**config.mk**
```make
export PLATFORM = sky130hd
export DESIGN_NAME = multicycle_ctrl
export DESIGN_NICKNAME = d
export VERILOG_FILES = /design/src/rtl/multicycle_ctrl.sv
export SDC_FILE = /design/constraint.sdc
export NUM_CORES = 1
export LEC_CHECK = 0
export CAP_MARGIN = 20
export CORE_ASPECT_RATIO = 0.8
export CORE_MARGIN = 3
export CORE_UTILIZATION = 31
export DETAILED_ROUTE_END_ITERATION = 7
export PLACE_DENSITY = 0.76
export SYNTH_ARGS = -nofsm -noshare
export SYNTH_HDL_FRONTEND = slang
export SYNTH_SLANG_ARGS = --single-unit
```
**constraint.sdc**
```tcl
create_clock -name clk -period 1.3 [get_ports clk]
set_input_delay 0.195 -clock clk [delete_from_list [all_inputs] [get_ports clk]]
set_output_delay 0.195 -clock clk [all_outputs]
set_load 0.005 [all_outputs]
```
**src/rtl/multicycle_ctrl.sv**
```systemverilog
// ============================================================================
// multicycle_ctrl
// ----------------------------------------------------------------------------
// Multi-cycle control unit for the kanade32 datapath. A Moore FSM sequences
// fetch, decode, execute, memory and write-back for the supported subset
// (lw, sw, R-type add/sub/and/or/slt, beq, addi, j). It is the initiator side
// of the ALU op interface: it drives the ALU op code and operand selects and
// consumes the ALU zero flag for beq.
//
// Configuration macro:
//   MULTICYCLE_CTRL_MEM_WAIT_EN
//     defined   : FETCH, MEMRD and MEMWR hold until mem_ready=1; strobes stay
//                 asserted while waiting and ir_write/pc_en stay 0.
//     undefined : mem_ready is ignored (treated as 1); each memory state
//                 lasts exactly one cycle.
//
// Ports:
//   clk        in   1  single clock, rising edge
//   rst        in   1  synchronous, active-high reset
//   opcode     in   6  IR[31:26]
//   funct      in   6  IR[5:0]
//   zero       in   1  ALU zero flag (beq condition)
//   mem_ready  in   1  memory access completes this cycle
//   alu_op     out  3  ALU operation
//   alu_src_a  out  1  0=PC, 1=reg A
//   alu_src_b  out  2  00=reg B, 01=const 4, 10=sext imm, 11=sext imm<<2
//   pc_src     out  2  00=ALU result, 01=ALUOut register, 10=jump target
//   pc_en      out  1  PC write enable
//   iord       out  1  memory address select: 0=PC, 1=ALUOut
//   mem_read   out  1  memory read strobe
//   mem_write  out  1  memory write strobe
//   ir_write   out  1  IR load enable
//   reg_write  out  1  register file write enable
//   reg_dst    out  1  0=rt, 1=rd
//   mem_to_reg out  1  0=ALUOut, 1=MDR
//   illegal    out  1  unsupported opcode (DECODE) or funct (EXEC), one cycle
//   state      out  4  current state, for debug
// ============================================================================
module multicycle_ctrl (
    input  logic       clk,
    input  logic       rst,
    input  logic [5:0] opcode,
    input  logic [5:0] funct,
    input  logic       zero,
    input  logic       mem_ready,
    output logic [2:0] alu_op,
    output logic       alu_src_a,
    output logic [1:0] alu_src_b,
    output logic [1:0] pc_src,
    output logic       pc_en,
    output logic       iord,
    output logic       mem_read,
    output logic       mem_write,
    output logic       ir_write,
    output logic       reg_write,
    output logic       reg_dst,
    output logic       mem_to_reg,
    output logic       illegal,
    output logic [3:0] state
);

    // ALU op codes shared with the datapath ALU
    localparam logic [2:0] ALU_OP_AND = 3'b000;
    localparam logic [2:0] ALU_OP_OR  = 3'b001;
    localparam logic [2:0] ALU_OP_ADD = 3'b010;
    localparam logic [2:0] ALU_OP_SUB = 3'b110;
    localparam logic [2:0] ALU_OP_SLT = 3'b111;

    // Opcodes of the supported instructions
    localparam logic [5:0] OP_RTYPE = 6'h00;
    localparam logic [5:0] OP_J     = 6'h02;
    localparam logic [5:0] OP_BEQ   = 6'h04;
    localparam logic [5:0] OP_ADDI  = 6'h08;
    localparam logic [5:0] OP_LW    = 6'h23;
    localparam logic [5:0] OP_SW    = 6'h2B;

    // R-type funct codes
    localparam logic [5:0] FN_ADD = 6'h20;
    localparam logic [5:0] FN_SUB = 6'h22;
    localparam logic [5:0] FN_AND = 6'h24;
    localparam logic [5:0] FN_OR  = 6'h25;
    localparam logic [5:0] FN_SLT = 6'h2A;

    // State encoding is visible on the debug port, so it is fixed
    localparam logic [3:0] S_FETCH  = 4'd0;
    localparam logic [3:0] S_DECODE = 4'd1;
    localparam logic [3:0] S_MEMADR = 4'd2;
    localparam logic [3:0] S_MEMRD  = 4'd3;
    localparam logic [3:0] S_MEMWB  = 4'd4;
    localparam logic [3:0] S_MEMWR  = 4'd5;
    localparam logic [3:0] S_EXEC   = 4'd6;
    localparam logic [3:0] S_ALUWB  = 4'd7;
    localparam logic [3:0] S_BRANCH = 4'd8;
    localparam logic [3:0] S_ADDIEX = 4'd9;
    localparam logic [3:0] S_ADDIWB = 4'd10;
    localparam logic [3:0] S_JUMP   = 4'd11;

    logic [3:0] state_q;
    logic [3:0] state_d;
    logic       mem_rdy_s;
    logic       funct_legal_s;
    logic [2:0] funct_alu_s;

`ifdef MULTICYCLE_CTRL_MEM_WAIT_EN
    assign mem_rdy_s = mem_ready;
`else
    // Memory is assumed single-cycle: the handshake is forced complete.
    assign mem_rdy_s = mem_ready | 1'b1;
`endif

    assign state = state_q;

    // R-type funct decode: ALU operation and legality
    always_comb begin
        funct_legal_s = 1'b1;
        funct_alu_s   = ALU_OP_ADD;
        case (funct)
            FN_ADD:  funct_alu_s = ALU_OP_ADD;
            FN_SUB:  funct_alu_s = ALU_OP_SUB;
            FN_AND:  funct_alu_s = ALU_OP_AND;
            FN_OR:   funct_alu_s = ALU_OP_OR;
            FN_SLT:  funct_alu_s = ALU_OP_SLT;
            default: begin
                funct_legal_s = 1'b0;
                funct_alu_s   = ALU_OP_ADD;
            end
        endcase
    end

    // Next-state logic
    always_comb begin
        state_d = S_FETCH;
        case (state_q)
            S_FETCH: begin
                if (mem_rdy_s) begin
                    state_d = S_DECODE;
                end else begin
                    state_d = S_FETCH;
                end
            end
            S_DECODE: begin
                case (opcode)
                    OP_LW, OP_SW: state_d = S_MEMADR;
                    OP_RTYPE:     state_d = S_EXEC;
                    OP_BEQ:       state_d = S_BRANCH;
                    OP_ADDI:      state_d = S_ADDIEX;
                    OP_J:         state_d = S_JUMP;
                    default:      state_d = S_FETCH;
                endcase
            end
            S_MEMADR: begin
                // Only lw/sw reach here, so anything not lw is a store
                if (opcode == OP_LW) begin
                    state_d = S_MEMRD;
                end else begin
                    state_d = S_MEMWR;
                end
            end
            S_MEMRD: begin
                if (mem_rdy_s) begin
                    state_d = S_MEMWB;
                end else begin
                    state_d = S_MEMRD;
                end
            end
            S_MEMWB:  state_d = S_FETCH;
            S_MEMWR: begin
                if (mem_rdy_s) begin
                    state_d = S_FETCH;
                end else begin
                    state_d = S_MEMWR;
                end
            end
            S_EXEC: begin
                // Illegal funct abandons the instruction without write-back
                if (funct_legal_s) begin
                    state_d = S_ALUWB;
                end else begin
                    state_d = S_FETCH;
                end
            end
            S_ALUWB:  state_d = S_FETCH;
            S_BRANCH: state_d = S_FETCH;
            S_ADDIEX: state_d = S_ADDIWB;
            S_ADDIWB: state_d = S_FETCH;
            S_JUMP:   state_d = S_FETCH;
            default:  state_d = S_FETCH;
        endcase
    end

    // State register with synchronous reset
    always_ff @(posedge clk) begin
        if (rst) begin
            state_q <= S_FETCH;
        end else begin
            state_q <= state_d;
        end
    end

    // Output decode from state; reset masks every side-effecting enable
    always_comb begin
        alu_op     = ALU_OP_ADD;
        alu_src_a  = 1'b0;
        alu_src_b  = 2'b00;
        pc_src     = 2'b00;
        pc_en      = 1'b0;
        iord       = 1'b0;
        mem_read   = 1'b0;
        mem_write  = 1'b0;
        ir_write   = 1'b0;
        reg_write  = 1'b0;
        reg_dst    = 1'b0;
        mem_to_reg = 1'b0;
        illegal    = 1'b0;
        case (state_q)
            S_FETCH: begin
                // PC+4 is written together with the IR when the fetch completes
                mem_read  = 1'b1;
                alu_src_b = 2'b01;
                ir_write  = mem_rdy_s;
                pc_en     = mem_rdy_s;
            end
            S_DECODE: begin
                // Branch target precomputed into ALUOut
                alu_src_b = 2'b11;
                case (opcode)
                    OP_LW, OP_SW, OP_RTYPE, OP_BEQ, OP_ADDI, OP_J: illegal = 1'b0;
                    default:                                       illegal = 1'b1;
                endcase
            end
            S_MEMADR: begin
                alu_src_a = 1'b1;
                alu_src_b = 2'b10;
            end
            S_MEMRD: begin
                iord     = 1'b1;
                mem_read = 1'b1;
            end
            S_MEMWB: begin
                mem_to_reg = 1'b1;
                reg_write  = 1'b1;
            end
            S_MEMWR: begin
                iord      = 1'b1;
                mem_write = 1'b1;
            end
            S_EXEC: begin
                alu_src_a = 1'b1;
                alu_op    = funct_alu_s;
                illegal   = ~funct_legal_s;
            end
            S_ALUWB: begin
                reg_dst   = 1'b1;
                reg_write = 1'b1;
            end
            S_BRANCH: begin
                alu_src_a = 1'b1;
                alu_op    = ALU_OP_SUB;
                pc_src    = 2'b01;
                pc_en     = zero;
            end
            S_ADDIEX: begin
                alu_src_a = 1'b1;
                alu_src_b = 2'b10;
            end
            S_ADDIWB: begin
                reg_write = 1'b1;
            end
            S_JUMP: begin
                pc_src = 2'b10;
                pc_en  = 1'b1;
            end
            default: begin
                alu_op = ALU_OP_ADD;
            end
        endcase
        if (rst) begin
            pc_en     = 1'b0;
            ir_write  = 1'b0;
            mem_write = 1'b0;
            reg_write = 1'b0;
            mem_read  = 1'b0;
            illegal   = 1'b0;
        end else begin
            illegal = illegal;
        end
    end

endmodule

```
==> impl_results.md, run 1 <==
* Min Tclk post-route at 1.64 ns
* Endpoint class of the critical path: output port
* Nets@finish at 173
* Die Y at 43.1 um
* Crit path max fanout at 4
* Max-Slew Margin vs Limit at 0.733
* Initial DRC Count at 45
* Core area at 1500 sq um
* R2R Setup Slk at -0.20 ns
* Post-synth EDFFs at 0
* Switching portion of total power at 0.346
* Worst Clk Skew at 0.00981 ns
* Worst reg2reg path endpoint: state[1]
* Worst-margin pin slew at 0.396 ns
* Fill cell count at 45
* Comb power frac at 0.521
* Synth Net Count at 95
* Final core area utilization at 0.940
* P per Cell Area at 434 nW/um^2
* Sequential area share after synthesis at 0.150
* Max-cap viol count at 0
* Clk root buf: clkbuf_4
* Yosys cell types at 35
* Outcome: complete, but fails checks
* #FFs+latches synth at 4
* First-pass GRT wire length at 4430 um
* Setup TNS Final at -3.28 ns
* CTS Sinks at 4
* WHS at 0.523 ns
* Cells after Synth at 79
* Ys flop type: dfxtp_1
* Ant diodes at 0
* Share of cells above drive strength 1 at 0.671
* Largest net degree at the start of global routing at 7
* Clock buffer depth at 2
* Final WS setup at -0.335 ns
* Lkg Pwr at 0.662 nW
* Failing checks: negative setup slack
* Crit Path Category: reg -> out
* R2r worst-path depth at 4
* Peak VDD IR at 0.373 mV
* Average cell area after synthesis at 6.75 sq um
* WL final at 3590 um
* TritonRoute pass-1 iters at 6
* Period utilisation layout at 1.26
* Clock share of power at 0.272
* Via count at 1037
* Final setup viols at 19
* Worst setup endpoint: alu_op[1]
* WP data required at 1.11 ns
* Clk_lat worst skew at 0.24 ns
* Residual DRC count at 0
* Post-DP HPWL at 1690 um
* Antenna violation net count after detailed routing at 0
* Max-slew violation count at 0
* Fmax at 612 MHz
* Port buffer count at 35
* RSZ-0062 raised after global routing: true
* Area of the mapped netlist at 533 sq um
* Net Switching at 0.000212 W
* Min-Delay Path Class: in -> reg
* Crit path cell chain: nand2b_4 > buf_6 > nor2_4 > nand3b_1 > nand2b_1 > buf_2
* Wire per inst at 20.4 um
* CP peak stage delay at 0.35 ns
* Overall global routing resource usage at 0.261
* CP startpoint: state[3]
* Initial Utilization at 0.355
* Final GP Congestion at 0.840
* CTS Hold Buffers Added at 0
* Number of global-route vias before repair at 946
* Die X at 52.4 um
* Internal power at 0.000400 W
* Critical path arrival at 1.44 ns
* Reg clk slew, reported paths at 0.05 ns
* Post-synth ARST share at 0
* H-tree Lvls at 1
* Critical path's slowest cell: dfxtp_4
* TritonCTS Buffers at 3
* Stages on the worst setup path at 6
* Vias per Instance at 5.89
* CTS tree: done
* P&R area growth vs syn at 165%
* Final Hold Fails at 0
* Max reg flops at 4
* Reg-to-reg startpoint: state[2]
* Initial antenna violation count at 0
* CP Buf/Inv Count at 2
* Number of I/O pins at 37
* FP Rows at 12
* Full die area at 2260 sq um
* Sequential Power Share at 0.207
* GRT overflow at 0
* Delay-heaviest family, CP: simple AND/OR/NAND/NOR gates
* Ys Warns at 0
* Startpoint Class: flop
## layer usage
metal	vias to the layer above	track usage	wire length [um]
met5	-	0	0
met4	0	0.0816	167
met3	20	0.0316	255
met2	82	0.453	1810
met1	479	0.327	1350
li1	456	-	-
## cells in the final DEF (no fill, tap or decap), types with 2 or more instances in the layout
cell type        netlist  routed
o21ai_1                0       2
clkbuf_2               0       3
xor2_1                 3       3
nor3_1                 5       2
buf_4                  0      28
nand3_1                2       2
nor2_4                 0       4
nor3_4                 0       3
dlygate4sd2_1          0       7
clkbuf_4               0       3
buf_6                  1      17
a21oi_1                4       3
a31oi_1                3       3
nor2_2                 0       3
o21ai_0                5       2
dfxtp_4                0       3
buf_2                  0      16
and3_1                 3       2
nand2b_4               0       4
nor2_1                12       5
clkdlybuf4s50_1        0       3
nand2b_1               6       2
## worst min-delay path: cells and delay by family
| family | cells | cell delay, ns |
|---|---|---|
| mux | 1 | 0.18 |
| buf+inv | 1 | 0.14 |
| compound gates | 1 | 0.07 |
| simple gates | 2 | 0.14 |
## synth_stat cells, drive strengths merged (3+ instances only)
master   n  area [sq um]
a31oi    3          18.8
and3     3          18.8
nor3     5          25.0
dfxtp    4          80.1
nor4     3          18.8
nor2    12          45.0
a21oi    4          20.0
o21ai    5          25.0
xor2     3          26.3
clkbuf   3          11.3
nand2b   6          37.5
## layout make-up
cell class / count / area [sq um] / share of cell area
clock buffer: 3 / 22.5 / 0.0160
tap: 21 / 26.3 / 0.0186
sequential: 4 / 92.6 / 0.0656
timing repair buffer: 77 / 631 / 0.447
multi-input combinational: 69 / 632 / 0.448
inverter: 2 / 7.51 / 0.00532
## how the worst min path moves through the flow
stage / from / end / slack (ns) / depth (start not counted)
floorplan: opcode[5] / state[2] / 0.42 / 3
global placement: state[2] / state[3] / 0.56 / 2
detailed placement: state[2] / state[3] / 0.56 / 2
CTS: opcode[2] / state[1] / 0.51 / 5
global route: funct[1] / state[0] / 0.53 / 5
finish: funct[1] / state[0] / 0.52 / 5
## cell families (layout without fill, tap and decap cells)
family,Yosys count,in the layout,share of synthesized area
flops,4,4,0.150
compound gates,21,21,0.256
xor+xnor,3,3,0.0493
buf+inv,6,82,0.0563
mux,2,2,0.0399
simple gates,43,43,0.448
## power by group through the flow
stage | sequential (W) | combinational (W) | clock, W
global route | 0.000128 | 0.000332 | 0.000168
finish | 0.000127 | 0.000319 | 0.000167
global placement | 0.000132 | 0.000215 | 0
CTS | 0.000128 | 0.000251 | 0.000152
detailed placement | 0.000132 | 0.000220 | 0
floorplan | 0.000133 | 0.0000714 | 0
## repair_timing
action / in CTS / in global routing
pin swaps: 18 / 11
setup buffers: 14 / 3
gates resized for setup: 124 / 50
setup endpoints to repair: 25 / 23
## metrics by stage
stage               total power (W)  instances  instance area [sq um]  setup slack (ns)
floorplan                  0.000205         79                    534            0.0138
global placement           0.000347        156                   1080            -0.790
detailed placement         0.000353        156                   1080            -0.869
CTS                        0.000531        173                   1270            -0.215
global route               0.000627        176                   1410            -0.395
finish                     0.000612        176                   1410            -0.335
Power figures use the tool's default switching activity.
==> run 2, diff against run 1 <==
--- a/config.mk
+++ b/config.mk
@@ -6,11 +6,14 @@
 export NUM_CORES = 1
 export LEC_CHECK = 0
 export CAP_MARGIN = 20
+export CELL_PAD_IN_SITES_DETAIL_PLACEMENT = 1
+export CELL_PAD_IN_SITES_GLOBAL_PLACEMENT = 1
 export CORE_ASPECT_RATIO = 0.8
 export CORE_MARGIN = 3
-export CORE_UTILIZATION = 31
+export CORE_UTILIZATION = 20
 export DETAILED_ROUTE_END_ITERATION = 7
 export PLACE_DENSITY = 0.76
+export SLEW_MARGIN = 25
 export SYNTH_ARGS = -nofsm -noshare
 export SYNTH_HDL_FRONTEND = slang
 export SYNTH_SLANG_ARGS = --single-unit
==> run 2 against run 1 <==
The run still ends with negative setup slack left. Via count down 3.7%. Clock skew is 0.0041 ns lower. Count of clock-buffer cells in the layout stayed put. Routed wire length grew 7.4%. First-iteration DRC count is 47% lower. Critical path depth decreased by 2. Register-to-register slack better by 0.06 ns. Flip-flop and latch count stayed put. Sequential share of layout area shrank 0.35 points. Die area rose by 47%. Global-route usage shrank 5.9 points. Core utilization down 34 points. Critical path type unchanged. Largest cell class is now non-clock buffers.
==> impl_results.md, run 2 (synthesized netlist as in run 1, its figures left out) <==
* Outcome: complete, but fails checks (unchanged)
* Failing checks: negative setup slack (unchanged)
* Min Tclk post-route at 1.66 ns (was 1.64 ns)
* Max reg flops at 4 (unchanged)
* Worst reg2reg path endpoint: state[1] (unchanged)
* TritonCTS Buffers at 3 (unchanged)
* Largest net degree at the start of global routing at 8 (was 7)
* R2R Setup Slk at -0.14 ns (was -0.20 ns)
* First-pass GRT wire length at 5180 um (was 4430 um)
* Reg-to-reg startpoint: state[2] (unchanged)
* Lkg Pwr at 0.674 nW (was 0.662 nW)
* R2r worst-path depth at 4 (unchanged)
* Overall global routing resource usage at 0.202 (was 0.261)
* Via count at 999 (was 1037)
* Endpoint class of the critical path: output port (unchanged)
* Initial DRC Count at 24 (was 45)
* Final Hold Fails at 0 (unchanged)
* Clock buffer depth at 2 (unchanged)
* Antenna violation net count after detailed routing at 0 (unchanged)
* Die Y at 52.2 um (was 43.1 um)
* Commonest cells after routing, fill and taps aside: buf_4, buf_6, buf_2, dlygate4sd2_1, nand2b_4 (was buf_4, buf_6, buf_2, dlygate4sd2_1, nor2_1)
* Die X at 63.7 um (was 52.4 um)
* Critical path arrival at 1.46 ns (was 1.44 ns)
* Vias per Instance at 5.12 (was 5.89)
* Clk_lat worst skew at 0.23 ns (was 0.24 ns)
* Most common cell after layout, fill and taps aside: buf_4 (unchanged)
* Initial Utilization at 0.215 (was 0.355)
* Startpoint Class: flop (unchanged)
* Number of global-route vias before repair at 1063 (was 946)
* Max-slew violation count at 0 (unchanged)
* Tot Pwr at 0.000589 W (was 0.000612 W)
* Peak VDD IR at 0.172 mV (was 0.373 mV)
* Min-Delay Path Class: in -> reg (unchanged)
* CTS Hold Buffers Added at 0 (unchanged)
* Port buffer count at 35 (unchanged)
* Final GP Congestion at 0.753 (was 0.840)
* WP data required at 1.11 ns (about the same)
* Number of I/O pins at 37 (unchanged)
* Worst Clk Skew at 0.00571 ns (was 0.00981 ns)
* Period utilisation layout at 1.27 (was 1.26)
* RSZ-0062 raised after global routing: true (unchanged)
* H-tree Lvls at 1 (unchanged)
* Crit Path Category: reg -> out (unchanged)
* Wire per inst at 19.8 um (was 20.4 um)
* Residual DRC count at 0 (unchanged)
* Post-route cell area at 1490 sq um (was 1410 sq um)
* GRT overflow at 0 (unchanged)
* Max-Slew Margin vs Limit at 0.685 (was 0.733)
* Final setup viols at 20 (was 19)
* Clk root buf: clkbuf_4 (unchanged)
* WL final at 3850 um (was 3590 um)
* Initial antenna violation count at 0 (unchanged)
* Hold Crit Depth at 5 (unchanged)
* Ant diodes at 0 (unchanged)
* Worst-margin pin slew at 0.472 ns (was 0.396 ns)
* Nets@finish at 177 (was 173)
* TritonRoute pass-1 iters at 4 (was 6)
* Max-cap viol count at 0 (unchanged)
* Worst setup endpoint: illegal (was alu_op[1])
* CTS Sinks at 4 (unchanged)
* Final core area utilization at 0.601 (was 0.940)
* FP Rows at 16 (was 12)
* Post-DP HPWL at 2140 um (was 1690 um)
* P per Cell Area at 395 nW/um^2 (was 434 nW/um^2)
* Reg clk slew, reported paths at 0.04 ns (was 0.05 ns)
* Share of cells above drive strength 1 at 0.686 (was 0.671)
* Final WS setup at -0.356 ns (was -0.335 ns)
* CTS tree: done (unchanged)
* Full die area at 3320 sq um (was 2260 sq um)
* Placed Area at 1130 sq um (was 1080 sq um)
* CP startpoint: state[3] (unchanged)
* Core area at 2480 sq um (was 1500 sq um)
* P&R area growth vs syn at 180% (was 165%)
* Fmax at 604 MHz (was 612 MHz)
* Crit path max fanout at 3 (was 4)
run 2: changes by cell type in the layout (fill, tap and decap cells not counted), moves of 2 or more:
cell	before	now
clkbuf_2	3	0
buf_6	17	21
nor2_2	3	5
clkdlybuf4s15_1	1	3
nand2b_1	2	0
nand2b_4	4	6
nand2_1	0	2
dlygate4sd2_1	7	9
run 2: critical path: stages, from the launching register on:
cell and delay [ns]:
dfxtp_4 0.34, nand2b_4 0.16, buf_4 0.16, o41ai_2 0.37, buf_2 0.19
run 2: layout make-up:
| class | instances | area, sq um |
|---|---|---|
| Clock buffer | 3 | 22.5 |
| Fill cell | 309 | 991 |
| Multi-Input combinational cell | 69 | 644 |
| Timing Repair Buffer | 81 | 677 |
| Tap cell | 36 | 45.0 |
| Inverter | 2 | 10.0 |
| Sequential cell | 4 | 92.6 |
run 2: layer usage:
layer	share of wire	wire length (um)	track usage
met1	0.37	1430	0.216
met2	0.57	2180	0.425
met3	0.028	109	0.0172
met4	0.035	133	0.0538
met5	0	0	0
run 2: report_power, final:
| group | leakage, nW | switching [W] | internal [W] |
|---|---|---|---|
| logic | 0.625 | 0.000140 | 0.000167 |
| registers | 0.0352 | 0.00000563 | 0.000122 |
| clock network | 0.0138 | 0.0000509 | 0.000103 |
| total | 0.674 | 0.000197 | 0.000392 |
run 2: stage by stage:
stage	TNS, ns	hold slack (ns)	instances	worst slack (ns)
floorplan	0	0.415	79	0.0138
global placement	-9.08	0.618	176	-0.816
detailed placement	-9.78	0.615	176	-0.875
CTS	-2.79	0.516	193	-0.288
global route	-4.72	0.564	195	-0.382
finish	-3.55	0.549	195	-0.356
run 2: worst min path at each step:
stage | start | to
floorplan | opcode[5] | state[2]
global placement | state[2] | state[3]
detailed placement | state[2] | state[3]
CTS | opcode[2] | state[1]
global route | opcode[2] | state[1]
finish | opcode[2] | state[1]
run 2: repair_timing:
| item | 4_1_cts | 5_1_grt |
|---|---|---|
| endpoints found under the setup margin | 25 | 23 |
| pin swaps | 16 | 7 |
| gates resized for setup | 147 | 25 |
| setup buffers | 14 | 3 |
